**config.mk**
```make
export PLATFORM = sky130hd
export DESIGN_NAME = pc_redirect_ctrl
export DESIGN_NICKNAME = d
export VERILOG_FILES = /design/src/rtl/pc_redirect_ctrl.sv
export SDC_FILE = /design/constraint.sdc
export NUM_CORES = 1
export LEC_CHECK = 0
export CAP_MARGIN = 30
export CORE_MARGIN = 1
export CORE_UTILIZATION = 44
export DETAILED_ROUTE_END_ITERATION = 10
export GPL_TIMING_DRIVEN = 0
export PLACE_DENSITY_LB_ADDON = 0.3
export SKIP_LAST_GASP = 1
export SLEW_MARGIN = 30
export SYNTH_ARGS = -nofsm -noshare
export SYNTH_HDL_FRONTEND = slang
export SYNTH_SLANG_ARGS = --single-unit
```
**constraint.sdc**
```tcl
create_clock -name clk -period 1.9 [get_ports clk]
set_input_delay 0.57 -clock clk [delete_from_list [all_inputs] [get_ports clk]]
set_output_delay 0.57 -clock clk [all_outputs]
set_load 0.02 [all_outputs]
```
**src/rtl/pc_redirect_ctrl.sv**
```systemverilog
// Fetch PC sequencer: sequential advance, stall hold, and branch redirect with a one-entry pending target.
// A redirect reaches PC one cycle after PcSel when fetch_ready is high; otherwise one cycle after the first ready cycle in WAIT.
module pc_redirect_ctrl #(
  parameter int              PC_W     = 9,
  parameter logic [PC_W-1:0] RESET_PC = '0,
  parameter int              CNT_W    = 16
) (
  input  logic             clk,
  input  logic             reset,
  input  logic             stall,
  input  logic             PcSel,
  input  logic [31:0]      BrPC,
  input  logic             fetch_ready,
  output logic [PC_W-1:0]  PC,
  output logic             fetch_valid,
  output logic             flush_if_id,
  output logic             flush_id_ex,
  output logic             redirect_pending,
  output logic             misalign_err,
  output logic             range_err,
  output logic [CNT_W-1:0] redirect_cnt
);

  localparam logic [0:0] ST_RUN  = 1'b0;
  localparam logic [0:0] ST_WAIT = 1'b1;

  logic [0:0]       state_q, state_d;
  logic [PC_W-1:0]  pc_q, pc_d;
  logic [PC_W-1:0]  pend_q, pend_d;
  logic             misalign_q, misalign_d;
  logic             range_q, range_d;
  logic [CNT_W-1:0] cnt_q, cnt_d;
  logic [PC_W-1:0]  tgt;

  assign tgt = {BrPC[PC_W-1:2], 2'b00};

  always_comb begin
    state_d    = state_q;
    pc_d       = pc_q;
    pend_d     = pend_q;
    misalign_d = misalign_q;
    range_d    = range_q;
    cnt_d      = cnt_q;

    if (PcSel) begin
      if (BrPC[1:0] != 2'b00)     misalign_d = 1'b1;
      if (BrPC[31:PC_W] != '0)    range_d    = 1'b1;
      if (cnt_q != {CNT_W{1'b1}}) cnt_d      = cnt_q + CNT_W'(1);
    end

    if (state_q == ST_RUN) begin
      if (PcSel) begin
        if (fetch_ready) begin
          pc_d = tgt;
        end else begin
          pend_d  = tgt;
          state_d = ST_WAIT;
        end
      end else if (!stall && fetch_ready) begin
        pc_d = pc_q + PC_W'(4);
      end
    end else begin
      // Newest target wins; a simultaneous ready loads it straight into PC.
      if (PcSel && fetch_ready) begin
        pc_d    = tgt;
        state_d = ST_RUN;
      end else if (PcSel) begin
        pend_d = tgt;
      end else if (fetch_ready) begin
        pc_d    = pend_q;
        state_d = ST_RUN;
      end
    end
  end

  always_ff @(posedge clk or posedge reset) begin
    if (reset) begin
      state_q    <= ST_RUN;
      pc_q       <= RESET_PC;
      pend_q     <= '0;
      misalign_q <= 1'b0;
      range_q    <= 1'b0;
      cnt_q      <= '0;
    end else begin
      state_q    <= state_d;
      pc_q       <= pc_d;
      pend_q     <= pend_d;
      misalign_q <= misalign_d;
      range_q    <= range_d;
      cnt_q      <= cnt_d;
    end
  end

  assign PC               = pc_q;
  assign fetch_valid      = !reset && (state_q == ST_RUN);
  assign redirect_pending = !reset && (state_q == ST_WAIT);
  assign flush_if_id      = !reset && (PcSel || (state_q == ST_WAIT));
  assign flush_id_ex      = flush_if_id;
  assign misalign_err     = misalign_q;
  assign range_err        = range_q;
  assign redirect_cnt     = cnt_q;

endmodule

```
## After elaboration in Yosys (flattened, before gate mapping)

Cells that the tools add are included.
Widths: inputs -> output; s select.

| word-level totals | value |
|---|---|
| register bits after elaboration | 37 |
| input bits | 37 |

| cells by class | value |
|---|---|
| $add $sub $neg | 2 |
| eq/ne operators | 6 |
| multiplexer cells | 17 |
| bitwise operators | 1 |
| reduce and logical (&&, ||, !) cells | 18 |

Operators by type and width:

| operator | count |
|---|---|
| $mux 9 | 12 |
| $reduce_bool 23->1 | 1 |
| $add 16x1->16 const B | 1 |
| $ne 16x16->1 const B | 1 |
| $add 9x3->9 const B | 1 |
| $reduce_and 4->1 | 2 |
| $ne 3x2->1 const B | 2 |
| $reduce_and 2->1 | 3 |
| $reduce_bool 2->1 | 3 |
| $logic_and 1x1->1 | 5 |
| $mux 1 | 5 |
| $ne 3x1->1 const B | 1 |
| $reduce_bool 3->1 | 1 |
| $logic_not 1->1 | 2 |
| $ne 2x1->1 const B | 1 |
| $ne 2x2->1 const B | 1 |
| $logic_or 1x1->1 | 1 |
| $not 1->1 | 1 |

## Logic depth before layout (Yosys ltp)

| logic depth | value |
|---|---|
| word-level depth | 5 |
| mapped depth | 6 |
| mapped depth without buffers | 5 |

## Worst setup path before layout

OpenSTA, ideal clock, no wires.

| path | value |
|---|---|
| path type | register to register |
| from | register cnt_q[0], in the netlist redirect_cnt[0] |
| to | register cnt_q[1], in the netlist redirect_cnt[1] |
| library setup time | 0.125 ns |
| arrival time | 1.766 ns |
| required time | 1.775 ns |
| setup slack | 0.009 ns |
| cell stages (with the launch flop) | 6 |
| path through | dfrtp_1 ha_1 nand2_1 or3_1 o21ai_2 mux2_2 |

| between the ends | value |
|---|---|
| word-level cells in the longest chain between the ends | 2 |
| elaborated cells on any way between the ends | 3 |
| those cells by class | add/sub (1); eq/ne (1); reduce/logical (1) |

Ends and longest elaborated chain:

| item | RTL line | source |
|---|---|---|
| start: declaration | 32 | `logic [CNT_W-1:0] cnt_q, cnt_d;` |
| start signal: assignment | 90 | `cnt_q <= cnt_d;` |
| parallel branches: the longest is 2 deep, another holds $add 16x1->16 | - |  |

Parallel ways; which one is timed is not known.
A chain may end at the register's enable or synchronous reset.

## Final worst setup path

| path | value |
|---|---|
| from | register state_q |
| to | output port redirect_pending |

| between the ends | value |
|---|---|
| word-level cells in the longest chain between the ends | 1 |

Ends and longest elaborated chain:

| item | RTL line | source |
|---|---|---|
| start: declaration | 27 | `logic [0:0] state_q, state_d;` |
| start signal: assignment | 85 | `state_q <= state_d;` |
| $logic_and 1x1->1 | 96 | `assign redirect_pending = !reset && (state_q == ST_WAIT);` |
| end: declaration | 18 | `output logic redirect_pending,` |

No other way between the ends.

==> reports/summary.md <==
For the placed cell area, the log shows 2539 sq um. At the worst endpoint, the required time is 1330 ps. Data on the critical path arrives at its endpoint at 1290 ps.

The tools report the die area as 4425 sq um. Leakage power summed over all cells: 1.201 nW. Power spread over the standard cell area amounts to 886.3 nW/um^2. Measured in cells, the most critical reg-to-reg path has a length of 5.

Clock latency on the worst-skew pair: 290 ps. The tool flagged a number of max-cap violations equal to 0. Counting buffers and inverters, the worst setup path is 3 cells deep. The largest single stage delay on the critical path is 390 ps. After detailed routing, the met3 layer carries 219 microns of wire. For the number of slew-limit violations in the final report, the log shows 0.

Critical path class: reg -> out. The routed layout has 1682 vias. Entering global routing, the biggest net connects 34 pins.

The number of buffers and inverters on the critical path is 2. The H-tree generated during clock tree synthesis spans 2 levels. The worst hold path class was reg -> reg. The run gives 557.9 uV as the worst ir drop on vdd. The number of nets still failing antenna checks after routing is 0. The worst setup skew after layout came out at 8.145 ps. The tools report the critical path startpoint category as a flop. The minimum period implied by the final worst setup slack works out to 1863 ps. For this run, the leading register cell type out of synthesis is dfrtp_1. Count of antenna diodes in the layout: 0. The worst hold path begins at range_err.

Setup violations remaining at the end of the flow were counted as 0. Setup repair after global routing could not meet its margin everywhere. Once the floorplan was initialized, standard cells occupied 45.79% of the core. The sum of met2 wire segment lengths after detailed routing was 2162 microns. In this run the standard cell core region covers 4000 sq um. For this design, the slowest cell found on the critical path is dfrtp_2.

The area added between synthesis and finish was 43.65%; the total iterations of the first detailed-routing run was 4. TritonCTS built the clock tree. Clock tree synthesis found a total of 33 sinks.

The tools report the count of cell types in the netlist as 42. Static timing analysis puts the maximum clock frequency at 536.9 MHz. The tightest hold path in the finished design has a slack of 463.4 ps. After detailed routing, the average wire length per cell comes to 14.55 microns. Worst hold path cell count: 1.

Grouping stages by cell kind, the critical path spends the most delay in buffers and inverters. The count of placed standard cells including taps was 302. CTS placed an instance of clkbuf_8 at the clock tree root. The horizontal die dimension was 66.52 microns; the hold violation total from the final report was 0. The number of buffers on the longest clock path came out at 2. The mean post-synth cell area came out at 9.795 sq um. The total CTS buffers is 5, and the number of enable flip-flop cells after synthesis is 0. During synthesis, Yosys emitted a total of 0 warnings. For the gate count of the mapped netlist, the log shows 187. The run finished with clean final reports.

Once detailed placement completed, the half-perimeter wirelength came to 3233 microns. During I/O placement, the number of pins put on the boundary was 68. The tools report the core occupancy in the finished layout as 65.78%.

After detailed routing, the number of vias per cell comes to 5.443. Summing all non-filler instances in the final layout gives an area of 2631 sq um. The net count reported at finish is 299, and the worst setup slack after placement is -731.8 ps. The sequential area share after synthesis was 45.08%.

The tools report the source of the worst register-to-register timing path as redirect_cnt[0]. The count of buffers added on input and output ports is 64. Traced cell by cell, the critical path runs through buf_4, nor2b_1, clkdlybuf4s15_2. The floorplan die height came out at 66.52 microns. The worst hold path terminates at range_err.

For this block, the routed nets add up to 4497 microns of wire. The share of final-layout standard cells stronger than drive strength 1 is 15.44%. The worst setup path is captured at an output pin. In this run, synthesis produced a sequential element count of 33. In this run the critical register-to-register path is captured at redirect_cnt[1].

Row count: 23. For this run, the number of standard cells in the final layout without fillers is 309. In the routed design, unresolved DRC markers number 0.

In this run the tightest slew margin relative to its limit is 51.85%. The power after layout was 2.332 mW; the largest fanout of any net on the critical path was 10. In the final timing run, aggregate negative setup slack is 0 ps. The synthesized area came out at 1832 sq um. The tools report the number of antenna violations at the first check in global routing as 0. The first global-routing pass estimated 7334 microns of wire. The CTS clock-pin slew for the worst setup and hold paths is 70 ps. Top layer used by detailed routing: met4. The tools report the detailed router's first-iteration violation count as 136. Fill cell instance count of the final layout: 345. At the pin with the least slew margin, the transition time is 720.7 ps.

The share of flip-flops with an asynchronous set or reset works out to 100.0%. In the global route stage, overall resource usage came out at 22.79%. The number of global-route vias before repair was 1566; the worst reg-to-reg setup slack was 70 ps.

The final RePlAce weighted congestion was 0.8551. Once routing completed, OpenROAD measured the worst setup slack at 37.35 ps. The tools report the wire length on met1 as 2013 microns. Global routing finished with a remaining overflow of 0. After layout, the worst path uses 98.03% of the clock period.
power breakdown:
part	total, mW	internal, mW	switching (mW)
logic	0.809	0.378	0.431
clock network	0.493	0.241	0.253
registers	1.03	0.832	0.198
per-layer routing:
layer / GRT usage [%] / vias to the layer above
li1: - / 820
met3: 4.966 / 10
met4: 11.97 / 0
met5: 0 / -
met2: 35.84 / 50
met1: 29.19 / 802
Yosys cell counts (all sizes together) (2+ instances only):
cell type / n / area (sq um)
or3: 2 / 17.52
nor4: 11 / 96.34
nor2b: 4 / 25.02
clkbuf: 6 / 32.53
buf: 3 / 22.52
o21ai: 8 / 43.79
mux2: 9 / 101.4
and2: 3 / 20.02
mux2i: 2 / 20.02
xnor2: 5 / 43.79
dfrtp: 33 / 825.8
nor3b: 2 / 15.01
nand2b: 5 / 31.28
xor2: 8 / 70.07
o22ai: 2 / 12.51
nor3: 5 / 25.02
a21oi: 14 / 70.07
a211oi: 3 / 22.52
nand4: 7 / 58.81
nor2: 12 / 45.04
nand2: 15 / 56.30
ha: 2 / 25.02
a31oi: 2 / 12.51
a21boi: 2 / 15.02
inv: 5 / 18.77
nand3: 9 / 45.04
registers in the layout, summed over array words and instances (netlist names):
name,count
PC,7
state_q,1
misalign_err,1
redirect_cnt,16
pend_q,7
range_err,1
what timing repair did:
| action | 4_1_cts | 5_1_grt |
|---|---|---|
| pin swaps | 2 | 0 |
| hold buffers | 0 | 0 |
| buffers inserted | 1 | 1 |
| gates resized for setup | 38 | 10 |
| setup endpoints to repair | 26 | 11 |
cells in the final DEF (no fill, tap or decap), types with 2 or more instances in the layout:
cell             netlist  final
mux2i_1                2      2
clkdlybuf4s50_1        0     36
conb_1                 1      2
nor2_1                12     11
nand3_1                9      9
nand2b_1               5      5
a31oi_1                2      2
a211oi_1               3      3
xor2_1                 8      8
nor4_2                 2      3
mux2_2                 9      9
nand4_1                6      6
a21oi_1               14     14
and2_1                 2      2
buf_2                  0      2
inv_1                  5      4
nor2b_1                4      4
nor3_1                 5      5
xnor2_1                5      5
clkdlybuf4s15_2        0      2
nor4_1                 8      7
nor3b_1                2      2
buf_4                  3      6
dlymetal6s2s_1         0      6
nand2_1               15     15
o22ai_1                2      2
o21ai_0                7      7
clkbuf_8               1      6
dlygate4sd2_1          0     17
clkbuf_1               5      3
dfrtp_1               33     32
kinds of logic after synthesis:
family	share of synthesized area [%]
simple gates	24.52
compound gates	11.95
flops	45.08
buf+inv	4.030
xor+xnor	6.216
mux	6.626
fa+ha+maj	1.366
other cells	0.2047
final cells by class:
cell class | count | area, sq um | share of cell area [%]
plain buffers | 8 | 55.05 | 2.092
clock buffers | 5 | 68.82 | 2.615
clock inverters | 1 | 5.005 | 0.1902
inverters | 5 | 18.77 | 0.7133
multi-input cells | 141 | 957.2 | 36.38
flip-flops and latches | 33 | 827.0 | 31.43
well taps | 50 | 62.56 | 2.378
repair buffers | 66 | 636.9 | 24.20
how the worst max path moves through the flow:
| stage | endpoint | startpoint |
|---|---|---|
| 2_1_floorplan | redirect_cnt[1] | redirect_cnt[0] |
| 3_3_place_gp | flush_if_id | PcSel |
| 3_5_place_dp | flush_if_id | PcSel |
| 4_1_cts | redirect_pending | state_q |
| 5_1_grt | redirect_pending | state_q |
| 6_report | redirect_pending | state_q |
Power figures use the tool's default switching activity.
